File: src/rtl/led_chaser.sv
// ---------------------------------------------------------------------------
// led_chaser
//   Parametrised LED running-light generator. A prescaler divides CLK down to
//   a one-cycle step tick; on each tick the LED pattern advances according to
//   the captured run mode (rotate-left, rotate-right, ping-pong, bar-fill).
//   A change of MODE seen on a tick reloads the pattern instead of advancing.
//
// Ports
//   CLK        : system clock, rising-edge active
//   RST_N      : asynchronous active-low reset
//   EN         : 1 = run, 0 = freeze prescaler and pattern
//   MODE       : 00 rotate-left, 01 rotate-right, 10 ping-pong, 11 bar-fill
//   LED_OUT    : LED drive (1 = lit), registered
//   STEP_PULSE : one-cycle strobe while LED_OUT holds a freshly stepped value
// ---------------------------------------------------------------------------
module led_chaser #(
  parameter int LED_NUM  = 8,
  parameter int TICK_CNT = 5_000_000,
  parameter int CNT_W    = 23
) (
  input  logic               CLK,
  input  logic               RST_N,
  input  logic               EN,
  input  logic [1:0]         MODE,
  output logic [LED_NUM-1:0] LED_OUT,
  output logic               STEP_PULSE
);

  typedef enum logic [1:0] {
    MODE_ROL  = 2'b00,
    MODE_ROR  = 2'b01,
    MODE_PING = 2'b10,
    MODE_BAR  = 2'b11
  } mode_t;

  typedef enum logic {
    DIR_UP   = 1'b0,
    DIR_DOWN = 1'b1
  } dir_t;

  localparam logic [CNT_W-1:0]   TICK_LAST = CNT_W'(TICK_CNT - 1);
  localparam logic [CNT_W-1:0]   CNT_ZERO  = {CNT_W{1'b0}};
  localparam logic [CNT_W-1:0]   CNT_ONE   = CNT_W'(1'b1);
  localparam logic [LED_NUM-1:0] LED_NONE  = {LED_NUM{1'b0}};
  localparam logic [LED_NUM-1:0] LED_ALL   = {LED_NUM{1'b1}};
  localparam logic [LED_NUM-1:0] LED_LSB   = {{(LED_NUM-1){1'b0}}, 1'b1};
  localparam logic [LED_NUM-1:0] LED_MSB   = {1'b1, {(LED_NUM-1){1'b0}}};

  // True when exactly one LED is lit; clearing the lowest set bit must leave zero.
  function automatic logic is_onehot(input logic [LED_NUM-1:0] v);
    logic [LED_NUM-1:0] low_cleared;
    low_cleared = v & (v - LED_LSB);
    return (v != LED_NONE) && (low_cleared == LED_NONE);
  endfunction

  logic [CNT_W-1:0]   cnt_r;
  logic [LED_NUM-1:0] led_r;
  dir_t               dir_r;
  mode_t              cur_mode_r;
  logic               step_pulse_r;

  logic               tick_s;
  mode_t              mode_in_s;
  logic [LED_NUM-1:0] led_nxt_s;
  dir_t               dir_nxt_s;
  mode_t              mode_nxt_s;
  logic [LED_NUM-1:0] rol_s;
  logic [LED_NUM-1:0] ror_s;
  logic [LED_NUM-1:0] shl_s;
  logic [LED_NUM-1:0] shr_s;
  logic [LED_NUM-1:0] fill_s;

  // The step tick is suppressed whenever EN is low, even at the terminal count.
  assign tick_s    = EN && (cnt_r == TICK_LAST);
  assign mode_in_s = mode_t'(MODE);

  assign rol_s  = {led_r[LED_NUM-2:0], led_r[LED_NUM-1]};
  assign ror_s  = {led_r[0], led_r[LED_NUM-1:1]};
  assign shl_s  = {led_r[LED_NUM-2:0], 1'b0};
  assign shr_s  = {1'b0, led_r[LED_NUM-1:1]};
  assign fill_s = {led_r[LED_NUM-2:0], 1'b1};

  // Prescaler: counts 0..TICK_CNT-1 while enabled, holds its value while disabled.
  always_ff @(posedge CLK or negedge RST_N) begin
    if (!RST_N) begin
      cnt_r <= CNT_ZERO;
    end else if (EN) begin
      if (cnt_r == TICK_LAST) begin
        cnt_r <= CNT_ZERO;
      end else begin
        cnt_r <= cnt_r + CNT_ONE;
      end
    end else begin
      cnt_r <= cnt_r;
    end
  end

  // Next pattern, direction and mode for the coming tick (only used on a tick).
  always_comb begin
    led_nxt_s  = led_r;
    dir_nxt_s  = dir_r;
    mode_nxt_s = cur_mode_r;
    if (mode_in_s != cur_mode_r) begin
      // Reload step: a ping-pong direction flip on this tick is deliberately dropped.
      mode_nxt_s = mode_in_s;
      dir_nxt_s  = DIR_UP;
      case (mode_in_s)
        MODE_ROR: led_nxt_s = LED_MSB;
        default:  led_nxt_s = LED_LSB;
      endcase
    end else begin
      case (cur_mode_r)
        MODE_ROL: begin
          if (!is_onehot(led_r)) begin
            led_nxt_s = LED_LSB;
            dir_nxt_s = DIR_UP;
          end else begin
            led_nxt_s = rol_s;
          end
        end
        MODE_ROR: begin
          if (!is_onehot(led_r)) begin
            led_nxt_s = LED_LSB;
            dir_nxt_s = DIR_UP;
          end else begin
            led_nxt_s = ror_s;
          end
        end
        MODE_PING: begin
          if (!is_onehot(led_r)) begin
            led_nxt_s = LED_LSB;
            dir_nxt_s = DIR_UP;
          end else if (dir_r == DIR_UP) begin
            // Turning around on the same edge keeps each end lit for one step.
            led_nxt_s = shl_s;
            if (shl_s[LED_NUM-1]) begin
              dir_nxt_s = DIR_DOWN;
            end else begin
              dir_nxt_s = DIR_UP;
            end
          end else begin
            led_nxt_s = shr_s;
            if (shr_s[0]) begin
              dir_nxt_s = DIR_UP;
            end else begin
              dir_nxt_s = DIR_DOWN;
            end
          end
        end
        MODE_BAR: begin
          if (led_r == LED_ALL) begin
            led_nxt_s = LED_NONE;
          end else if (led_r == LED_NONE) begin
            led_nxt_s = LED_LSB;
          end else begin
            led_nxt_s = fill_s;
          end
        end
        default: begin
          led_nxt_s = LED_LSB;
          dir_nxt_s = DIR_UP;
        end
      endcase
    end
  end

  // Pattern state: updated only on the step tick.
  always_ff @(posedge CLK or negedge RST_N) begin
    if (!RST_N) begin
      led_r      <= LED_LSB;
      dir_r      <= DIR_UP;
      cur_mode_r <= MODE_ROL;
    end else if (tick_s) begin
      led_r      <= led_nxt_s;
      dir_r      <= dir_nxt_s;
      cur_mode_r <= mode_nxt_s;
    end else begin
      led_r      <= led_r;
      dir_r      <= dir_r;
      cur_mode_r <= cur_mode_r;
    end
  end

  // Step strobe: high in the cycle after each tick, aligned with the new LED value.
  always_ff @(posedge CLK or negedge RST_N) begin
    if (!RST_N) begin
      step_pulse_r <= 1'b0;
    end else begin
      step_pulse_r <= tick_s;
    end
  end

  assign LED_OUT    = led_r;
  assign STEP_PULSE = step_pulse_r;

endmodule

File: config.mk
export PLATFORM = sky130hd
export DESIGN_NAME = led_chaser
export DESIGN_NICKNAME = d
export VERILOG_FILES = /design/src/rtl/led_chaser.sv
export SDC_FILE = /design/constraint.sdc
export NUM_CORES = 1
export LEC_CHECK = 0
export BUFFER_PORTS_ARGS = -buffer_cell sky130_fd_sc_hd__buf_2
export CAP_MARGIN = 5
export CELL_PAD_IN_SITES_DETAIL_PLACEMENT = 0
export CELL_PAD_IN_SITES_GLOBAL_PLACEMENT = 2
export CORE_UTILIZATION = 34
export DETAILED_ROUTE_END_ITERATION = 10
export PLACE_DENSITY_LB_ADDON = 0.08
export SLEW_MARGIN = 15
export SYNTH_ARGS = -nofsm -noshare
export SYNTH_HDL_FRONTEND = slang
export SYNTH_SLANG_ARGS = --single-unit
File: constraint.sdc
create_clock -name CLK -period 1.8 [get_ports CLK]
set_input_delay 0 -clock CLK [delete_from_list [all_inputs] [get_ports CLK]]
set_output_delay 0 -clock CLK [all_outputs]
set_load 0.02 [all_outputs]
== Word-level counts from Yosys, hierarchy flattened ==
Cells that the tools add are included.
Word-level totals
  logic and storage cells: 43
  register bits after elaboration: 35
Operators by class
  bitwise logic cells: 1
  eq/ne operators: 8
  reductions and logical operators: 10
  muxes and demuxes: 17
  add/sub/neg operators: 2
Operator list (count)
  8-bit 2-to-1 mux: 8
  8-bit case mux with 4 select lines: 1
  23-bit by 1-bit adder with 23-bit output (second input constant): 1
  23-bit == test (second input constant): 1
  23-bit 2-to-1 mux: 1
  8-bit zero test: 2
  8-bit bitwise AND: 1
  8-bit == test (second input constant): 1
  8-bit nonzero test: 1
  8-bit by 1-bit subtractor with 8-bit output (second input constant): 1
  1-bit 2-to-1 mux: 6
  2-bit by 1-bit == test with 1-bit output (second input constant): 2
  2-bit == test (second input constant): 2
  3-bit inequality test (second input constant): 1
  3-bit AND reduction: 1
  3-bit nonzero test: 1
  1-bit logical AND: 2
  2-bit zero test: 1
  2-bit inequality test: 1
  1-bit case mux with 2 select lines: 1
  2-bit AND reduction: 1
  2-bit OR reduction: 1

== Depth between registers and ports, before layout ==
Gate-level depths: netlist of the first run.
  depth in word-level cells: 7
  mapped depth: 9
  depth with buffers taken out: 6

== Worst setup path before layout of the first run ==
No wires, ideal clock.
  kind: register to register
  start point: register led_r[1] (netlist: LED_OUT[1])
  end point: register led_r[3] (netlist: LED_OUT[3])
  period minus slack after synthesis: 2.043 ns
  cell stages (with the launch flop): 7
  data arrival time: 1.903 ns
  setup slack: -0.243 ns
  data required time: 1.660 ns
  cells stage by stage: dfrtp_1 -> buf_6 -> or4_4 -> o21ai_2 -> a21oi_2 -> o311ai_2 -> a22oi_2
Between the ends
  longest elaborated chain between the ends: 7
Ends and longest elaborated chain
  start: declaration: RTL line 57  | logic [LED_NUM-1:0] led_r;
  start signal: assignment: RTL line 174  | led_r <= led_nxt_s;
  start signal: assignment: RTL line 178  | led_r <= led_r;
  8-bit by 1-bit subtractor with 8-bit output: RTL line 52  | low_cleared = v & (v - LED_LSB);
  8-bit bitwise AND: RTL line 52
  8-bit zero test: RTL line 53  | return (v != LED_NONE) && (low_cleared == LED_NONE);
  1-bit logical AND: RTL line 53
  8-bit 2-to-1 mux, on equally long branches: RTL line 130, 114, 122
  8-bit case mux with 4 select lines (*): RTL line 112  | case (cur_mode_r)
  8-bit 2-to-1 mux (*): RTL line 103  | if (mode_in_s != cur_mode_r) begin
Every way passes the cells marked *; elsewhere a longest branch is shown, timed or not.
A chain may end at the register's enable or synchronous reset.

== Worst setup path after layout of the first run ==
  start point: register led_r[2] (netlist: LED_OUT[2])
  end point: register led_r[1] (netlist: LED_OUT[1])
Same word-level chain as after synthesis.

==> results_dict.tcl, run 1 <==
set metrics [dict create \
    status "complete, but fails checks" \
    violations "setup timing" \
    grt_pass1_wl_mm 10.7 \
    synth_compound_area_share_pct 18.1 \
    via_per_inst 5.28 \
    start_util_pct 35.4 \
    slew_viol_final 0 \
    hp-class "input pin to asynchronous set/reset pin" \
    synthMuxAreaShare_pct 1.34 \
    fin_crit_sh_pct 113 \
    die_w_um 83.3 \
    grt_max_degree 21 \
    synth_nets 259 \
    timing.max_cap.violations 0 \
    clkTransAtPathRegs_ns 0.08 \
    n_antenna_cell 0 \
    setup_ws_ns -0.241 \
    max_slew_margin_pct 65.6 \
    final_common_cell "buf_4" \
    io_buffer_count 13 \
    max_freq_ghz 0.490 \
    p_leak_nw 1.41 \
    register_area_um2 881 \
    grt_overflow 0 \
    synthFlopType "dfrtp_1" \
    dp_slack_ns -0.218 \
    ios 14 \
    fillers 612 \
    rows 29 \
    fp.dieH_um 83.3 \
    synth_area_per_cell_um2 8.89 \
    dr.pass1.iters 4 \
    hold_viol_final 0 \
    drc 0 \
    combPwrFrac_pct 13.0 \
    seq_power_share_pct 46.3 \
    grt_pass1_vias 2118 \
    multi_input_area_mm2 0.00137 \
    dieArea_mm2 0.00694 \
    synth_area_leaders "dfrtp_1 38%, nand2_1 5.5%, xnor2_1 4.3%, xor2_1 2.7%, nand3_1 2.7%" \
    synth_cells 253 \
    async_flop_share_pct 100 \
    path_max_fanout 4 \
    tightest_slew_ns 0.515 \
    synth_simple_gate_area_share_pct 27.5 \
    synth_cell_types 60 \
    cp.arrival_ns 2.23 \
    ant_nets 0 \
    final_util_pct 50.6 \
    synth_top_family_by_area "simple AND/OR/NAND/NOR gates" \
    yosys_register_bits 35 \
    synth-seq-area-share_pct 39.0 \
    drt-total-wl_mm 6.52 \
    final_nets 340 \
    internal_power_mw 1.42 \
    min_period_ns 2.04 \
    cts_sinks 35 \
    yosys.area.top_type "dfrtp_1" \
    htree_num_levels 2 \
    drt_iter0_markers 121 \
    setup_viol 8 \
    drive_gt1_share_pct 40.9 \
    netlist.area_leader.share_pct 37.8 \
    vias 2175 \
    post_drt_wl_per_cell_um 15.8 \
    clock_path_buffers 2 \
    fin_worst_skew_ns 0.00964 \
    clockPowerShare_pct 40.6 \
    crit_type "flop to flop" \
    antenna_found_initial 0 \
    p_switching_mw 0.453 \
    syn-cell-area_mm2 0.00225 \
    core_mm2 0.00635 \
    cts_tree "built" \
    cp_data_required_time_ns 1.99 \
    rsz0062_at_grt "true" \
    track_usage_pct 19.6 \
    synth_fa_ha_area_share_pct 1.00 \
    clk_latency_ns 0.29 \
    clockRootBuffer "clkbuf_8" \
    cts_buffers 5 \
    power_mw 1.87 \
    sw_frac_of_total_pct 24.3 \
    synth-xor-area-share_pct 7.01 \
    synth-edff-count 0 \
    startpoint_type "flop" \
    cellPowerDensity_mw_per_mm2 581 \
    crit_path_end_kind "flop" \
    ir_drop_mv 0.439 \
    placed_area_mm2 0.00285 \
    area_growth_pct 43.0 \
    finalWeightedCongestion 0.888 \
    design_area_mm2 0.00322 \
    yosysWarnings 0 \
    dp_hpwl_mm 4.83 \
    layout_common_cells "68 x buf_4, 31 x dfrtp_1, 29 x nand2_1, 14 x nor2_1, 13 x buf_2" \
]
[power by group through the flow]
stage / Clock, mW / Combinational, mW / Sequential [mW]
after CTS: 0.782 / 0.247 / 0.869
after global routing: 0.811 / 0.268 / 0.875
after floorplan: 0 / 0.0946 / 0.898
after global placement: 0 / 0.238 / 0.883
after detailed placement: 0 / 0.239 / 0.883
final: 0.760 / 0.243 / 0.866
[stage by stage]
stage	hold slack, ns	cells	TNS, ns
after global placement	-0.00312	389	-1.23
after CTS	0.226	409	-1.23
final	0.210	412	-1.31
after detailed placement	0.00649	389	-1.45
after floorplan	-0.296	253	-1.17
after global routing	0.246	412	-2.04
[cells by family after synthesis]
logic type | Yosys count
adder cells (fa/ha/maj) | 2
buffers and inverters | 26
AO/OA/AOI/OAI | 54
XOR/XNOR | 18
multiplexers | 3
AND/OR/NAND/NOR | 115
flip-flops | 35
[cell usage after synthesis, types with 2 or more instances]
master,instances
xor2_1,7
clkbuf_1,11
nand4_1,6
a31oi_1,6
buf_2,2
nor4_1,7
nand3_1,12
a211oi_1,2
a21oi_1,6
o21ai_1,2
o211ai_1,2
a22oi_2,2
or3_1,7
or4_1,3
or2_2,3
and2_1,3
nor2b_1,4
inv_1,7
and4_1,3
nor2_1,15
and3_1,2
nor3b_1,3
xnor2_1,11
o31ai_2,4
a41oi_1,2
nor3_1,6
buf_6,3
buf_4,2
nand2_1,33
dfrtp_1,34
o21ai_0,11
a32oi_1,2
mux2i_1,3
[what timing repair did]
action,in CTS,in global routing
setup buffers,9,3
resized for setup,9,17
pin swaps,10,4
hold endpoints to repair,22,0
hold buffers,4,0
setup endpoints to repair,18,18
[flip-flops by register name, indices dropped and copies added, names as in the netlist]
signal	flops
cnt_r	23
LED_OUT	8
cur_mode_r	2
STEP_PULSE	1
dir_r	1
[path summary, 6_finish.rpt]
| kind | start | end | slack [ns] | cells after the start |
|---|---|---|---|---|
| worst max-delay path | LED_OUT[2]$_DFFE_PN0P_ | LED_OUT[1]$_DFFE_PN0P_ | -0.24 | 5 |
| worst min-delay path | RST_N | cnt_r[3]$_DFFE_PN0P_ | 0.21 | 2 |
| worst max register to register | LED_OUT[2]$_DFFE_PN0P_ | LED_OUT[1]$_DFFE_PN0P_ | -0.24 | 5 |
| worst min register to register | cnt_r[5]$_DFFE_PN0P_ | cnt_r[5]$_DFFE_PN0P_ | 0.55 | 2 |
| max in group asynchronous | RST_N | cnt_r[12]$_DFFE_PN0P_ | 0.97 | 3 |
| min in group CLK | MODE[0] | cur_mode_r[0]$_DFFE_PN0P_ | 0.47 | 4 |
[area by class of cell]
cell class | count | share of cell area, %
tap | 77 | 3.00
sequential | 35 | 27.4
inverter | 8 | 1.32
clock buffer | 6 | 2.57
clock inverter | 2 | 1.09
timing repair buffer | 92 | 22.0
multi-input combinational | 192 | 42.6
[worst max-delay path: stages (launching register included)]
cell and delay (ns):
dfrtp_2 0.43, or4_4 0.60, or3_4 0.36, o31ai_2 0.18, nand2_1 0.09, o31ai_2 0.28
[layer usage]
metal | routed length, um | GRT usage [%] | part of all wire [%]
met2 | 2840 | 28.8 | 44
met1 | 3380 | 28.7 | 52
met5 | 0 | 0 | 0
met4 | 37 | 5.49 | 0.57
met3 | 266 | 4.17 | 4.1
Note: power is estimated with default switching activity, not from simulation.
==> inputs of run 2 (changes only) <==
--- a/config.mk
+++ b/config.mk
@@ -9,7 +9,8 @@
 export CAP_MARGIN = 5
 export CELL_PAD_IN_SITES_DETAIL_PLACEMENT = 0
 export CELL_PAD_IN_SITES_GLOBAL_PLACEMENT = 2
-export CORE_UTILIZATION = 34
+export CORE_UTILIZATION = 38
+export CTS_BUF_LIST = sky130_fd_sc_hd__clkbuf_16
 export DETAILED_ROUTE_END_ITERATION = 10
 export PLACE_DENSITY_LB_ADDON = 0.08
 export SLEW_MARGIN = 15
==> constraint.sdc (replaced) <==
create_clock -name CLK -period 2.1 [get_ports CLK]
set_input_delay 0 -clock CLK [delete_from_list [all_inputs] [get_ports CLK]]
set_output_delay 0 -clock CLK [all_outputs]
set_load 0.02 [all_outputs]
==> results_dict.tcl, run 2 (synthesis gave the netlist of run 1 again) <==
set metrics [dict create \
    track_usage_pct 20.7 \
    antenna_found_initial 0 \
    clockRootBuffer "clkbuf_16" \
    cellPowerDensity_mw_per_mm2 674 \
    start_util_pct 40.1 \
    setup_ws_ns 0.129 \
    layout_common_cells "34 x dfrtp_1, 33 x nand2_1, 27 x buf_4, 15 x nor2_1, 13 x buf_2" \
    ant_nets 0 \
    drive_gt1_share_pct 24.1 \
    largest_register_ffs 23 \
    rows 27 \
    post_drt_wl_per_cell_um 16.3 \
    grt_pass1_vias 1885 \
    cts_sinks 35 \
    crit_type "flop to flop" \
    crit_path_end_kind "flop" \
    dp_slack_ns 0.0565 \
    die_w_um 78.9 \
    startpoint_type "flop" \
    top_register "cnt_r" \
    max_freq_ghz 0.507 \
    fp.dieH_um 78.9 \
    cp_data_required_time_ns 2.24 \
    fin_crit_sh_pct 93.9 \
    dp_hpwl_mm 4.21 \
    cts_buffers 5 \
    via_per_inst 5.63 \
    n_antenna_cell 0 \
    max_slew_margin_pct 45.6 \
    timing.max_cap.violations 0 \
    worst_hold_slack_ns 0.0122 \
    min_period_ns 1.97 \
    area_growth_pct 22.4 \
    cts_tree "built" \
    cp.arrival_ns 2.11 \
    ir_drop_mv 0.675 \
    dieArea_mm2 0.00623 \
    setup_viol 0 \
    clk_latency_ns 0.28 \
    finalWeightedCongestion 0.805 \
    hold_viol_final 0 \
    p_leak_nw 1.17 \
    final_nets 291 \
    io_buffer_count 13 \
    slew_viol_final 0 \
    dr.pass1.iters 4 \
    htree_num_levels 2 \
    grt_max_degree 36 \
    status "completed" \
    hp-class "input pin to flop" \
    core_mm2 0.00561 \
    grt_overflow 0 \
    drt-total-wl_mm 5.82 \
    drc 0 \
    vias 2014 \
    clock_path_buffers 2 \
    drt_iter0_markers 188 \
    path_max_fanout 8 \
    final_util_pct 49.1 \
    grt_pass1_wl_mm 9.89 \
    ios 14 \
    postCtsSetupBuffers 0 \
    tightest_slew_ns 0.816 \
    fin_worst_skew_ns 0.00382 \
    clkTransAtPathRegs_ns 0.06 \
    final_common_cell "dfrtp_1" \
]
run 2: changes by cell type in the layout (fill, tap and decap cells not counted), moves of 2 or more:
cell and delta:
buf_4 -41, clkbuf_8 -6, buf_6 -5, clkbuf_16 +5, nand2_1 +4, nand2_2 -4, nor4_1 +4, dfrtp_1 +3
dfrtp_2 -3, nor4_2 -3, dlygate4sd3_1 -2
run 2: final timing paths:
path	to	slack, ns	startpoint	depth (start not counted)
setup / recovery	LED_OUT[3]$_DFFE_PN0P_	0.13	LED_OUT[2]$_DFFE_PN0P_	6
hold / removal	cur_mode_r[1]$_DFFE_PN0P_	0.01	MODE[1]	3
setup reg to reg	LED_OUT[3]$_DFFE_PN0P_	0.13	LED_OUT[2]$_DFFE_PN0P_	6
hold reg to reg	cnt_r[21]$_DFFE_PN0P_	0.49	cnt_r[21]$_DFFE_PN0P_	1
max in group asynchronous	dir_r$_DFFE_PN0P_	1.23	RST_N	2
min in group asynchronous	cnt_r[1]$_DFFE_PN0P_	0.35	RST_N	2
run 2: final cells by class:
cell class | count | area (um2)
Multi-Input combinational cell | 192 | 1250
Clock buffer | 5 | 125
Inverter | 8 | 35.0
Clock inverter | 3 | 63.8
Sequential cell | 35 | 877
Timing Repair Buffer | 43 | 308
Fill cell | 573 | 2860
Tap cell | 72 | 90.1
run 2: repair_timing:
| item | in CTS | in global routing |
|---|---|---|
| hold buffers | 2 | 0 |
| gates resized for setup | 0 | 3 |
| hold endpoints to repair | 35 | 0 |
| setup endpoints to repair | 0 | 15 |
run 2: worst max-delay path, cell delays in order (launching register included):
cell	delay [ns]
dfrtp_1	0.40
or4_4	0.56
o21ai_2	0.17
a21oi_2	0.07
buf_4	0.18
o311ai_2	0.34
a22oi_2	0.13
run 2: metal layers:
layer | part of all wire [%] | GRT usage (%) | vias up
li1 | - | - | 992
met1 | 53 | 33.4 | 955
met2 | 38 | 27.1 | 59
met3 | 7.3 | 4.60 | 8
met4 | 0.89 | 4.55 | 0
met5 | 0 | 0 | -
run 2: metrics by stage:
step                setup TNS (ns)  instance area, um2  power, mW  cells
floorplan                        0                2250      0.851    253
global placement                 0                2530      0.898    348
detailed placement               0                2530      0.900    348
CTS                              0                2740       1.87    358
global route              -0.00796                2750       1.93    358
finish                           0                2750       1.86    358
run 2: report_power, final:
part           switching (mW)  total (mW)  internal (mW)
Clock                   0.289       0.965          0.676
Combinational          0.0656       0.122         0.0565
Sequential             0.0477       0.769          0.721
Total                   0.402        1.86           1.45
==> inputs of run 3 (changes only) <==
--- a/config.mk
+++ b/config.mk
@@ -5,13 +5,13 @@
 export SDC_FILE = /design/constraint.sdc
 export NUM_CORES = 1
 export LEC_CHECK = 0
-export BUFFER_PORTS_ARGS = -buffer_cell sky130_fd_sc_hd__buf_2
 export CAP_MARGIN = 5
 export CELL_PAD_IN_SITES_DETAIL_PLACEMENT = 0
 export CELL_PAD_IN_SITES_GLOBAL_PLACEMENT = 2
-export CORE_UTILIZATION = 38
+export CORE_UTILIZATION = 39
 export CTS_BUF_LIST = sky130_fd_sc_hd__clkbuf_16
 export DETAILED_ROUTE_END_ITERATION = 10
+export DONT_BUFFER_PORTS = 1
 export PLACE_DENSITY_LB_ADDON = 0.08
 export SLEW_MARGIN = 15
 export SYNTH_ARGS = -nofsm -noshare
==> results_dict.tcl, run 3 (synthesis gave the netlist of run 1 again) <==
set metrics [dict create \
    path_max_fanout 8 \
    min_period_ns 2.02 \
    htree_num_levels 2 \
    grt_overflow 0 \
    final_common_cell "dfrtp_1" \
    cellPowerDensity_mw_per_mm2 588 \
    status "completed" \
    cp.arrival_ns 2.15 \
    drive_gt1_share_pct 20.7 \
    hp-class "input pin to flop" \
    setup_ws_ns 0.0836 \
    final_nets 281 \
    grt_max_degree 36 \
    timing.max_cap.violations 0 \
    final_util_pct 48.2 \
    ios 14 \
    crit_type "flop to flop" \
    clockRootBuffer "clkbuf_16" \
    fin_worst_skew_ns 0.00404 \
    instances_no_fill 348 \
    fin_crit_sh_pct 96.0 \
    clock_path_buffers 2 \
    drc 0 \
    p_leak_nw 1.10 \
    cts_tree "built" \
    tns_ns 0 \
    design_area_mm2 0.00267 \
    rsz0062_at_grt "false" \
    slew_viol_final 0 \
    layout_common_cells "34 x dfrtp_1, 33 x nand2_1, 28 x buf_4, 15 x nor2_1, 12 x nand3_1" \
    largest_register_ffs 23 \
    fp.dieH_um 77.9 \
    grt_pass1_vias 1932 \
    setup_viol 0 \
    hold_viol_final 0 \
    crit_path_end_kind "flop" \
    post_drt_wl_per_cell_um 16.8 \
    dr.pass1.iters 4 \
    area_growth_pct 18.7 \
    ir_drop_mv 0.424 \
    vias 2000 \
    track_usage_pct 20.9 \
    n_antenna_cell 0 \
    dp_cells 335 \
    ant_nets 0 \
    drt-total-wl_mm 5.85 \
    clk_latency_ns 0.27 \
    via_per_inst 5.75 \
    dp_hpwl_mm 4.31 \
    max_freq_ghz 0.496 \
    dieArea_mm2 0.00607 \
    finalWeightedCongestion 0.935 \
    cts_buffers 5 \
    cts_sinks 35 \
    die_w_um 77.9 \
    worst_hold_slack_ns 0.0162 \
    top_register "cnt_r" \
    tightest_slew_ns 0.505 \
    startpoint_type "flop" \
    rows 27 \
    clkTransAtPathRegs_ns 0.05 \
    postCtsSetupBuffers 0 \
    grt_pass1_wl_mm 9.96 \
    power_mw 1.57 \
    placed_area_mm2 0.00245 \
    start_util_pct 40.6 \
    max_slew_margin_pct 65.9 \
    antenna_found_initial 0 \
    cp_data_required_time_ns 2.24 \
    io_buffer_count 0 \
    drt_iter0_markers 174 \
    core_mm2 0.00554 \
    dp_slack_ns 0.0941 \
]
[run 3: cell types whose count changed in the layout (fill, tap and decap cells not counted), sizes merged]
cell / previous run / this run
buf: 41 / 29
bufinv: 2 / 0
clkinv: 0 / 1
dlygate4sd3: 2 / 4
inv: 9 / 10
[run 3: critical path: stages, from the launching register on]
cell and delay, ns:
dfrtp_1 0.42, or4_4 0.57, o21ai_2 0.16, a21oi_2 0.06
buf_4 0.17, o311ai_2 0.36, a22oi_2 0.13
[run 3: timing repair]
| item | CTS | global route |
|---|---|---|
| endpoints found under the setup margin | 0 | 4 |
| resized for setup | 0 | 4 |
| hold endpoints to repair | 42 | 0 |
| hold buffers | 5 | 0 |
[run 3: area by class of cell]
cell class	count	area (um2)
fill	547	2870
tap	72	90.1
sequential	35	877
timing repair buffer	33	270
clock buffer	5	125
inverter	8	35.0
clock inverter	3	12.5
multi-input combinational	192	1260
[run 3: routing by layer]
metal,vias to the layer above,GRT usage [%],routed length [um]
li1,972,-,-
met1,960,31.7,3020
met2,62,29.6,2430
met3,6,5.29,355
met4,0,4.44,46
met5,-,0,0
[run 3: worst paths after layout]
| kind | start | to | slack [ns] | cells past startpoint |
|---|---|---|---|---|
| min in group asynchronous | RST_N | cnt_r[12]$_DFFE_PN0P_ | 0.18 | 2 |
| max in group asynchronous | RST_N | LED_OUT[0]$_DFFE_PN1P_ | 1.67 | 2 |
| min | EN | cnt_r[14]$_DFFE_PN0P_ | 0.02 | 2 |
| max reg2reg | LED_OUT[2]$_DFFE_PN0P_ | LED_OUT[3]$_DFFE_PN0P_ | 0.08 | 6 |
| max | LED_OUT[2]$_DFFE_PN0P_ | LED_OUT[3]$_DFFE_PN0P_ | 0.08 | 6 |
| min reg2reg | cnt_r[4]$_DFFE_PN0P_ | cnt_r[4]$_DFFE_PN0P_ | 0.51 | 1 |
[run 3: report_power, final]
part / total [mW] / internal [mW] / leakage (nW) / switching [mW]
clock network: 0.681 / 0.428 / 0.0762 / 0.253
registers: 0.772 / 0.722 / 0.464 / 0.0504
logic: 0.117 / 0.0554 / 0.563 / 0.0617
total: 1.57 / 1.20 / 1.10 / 0.365
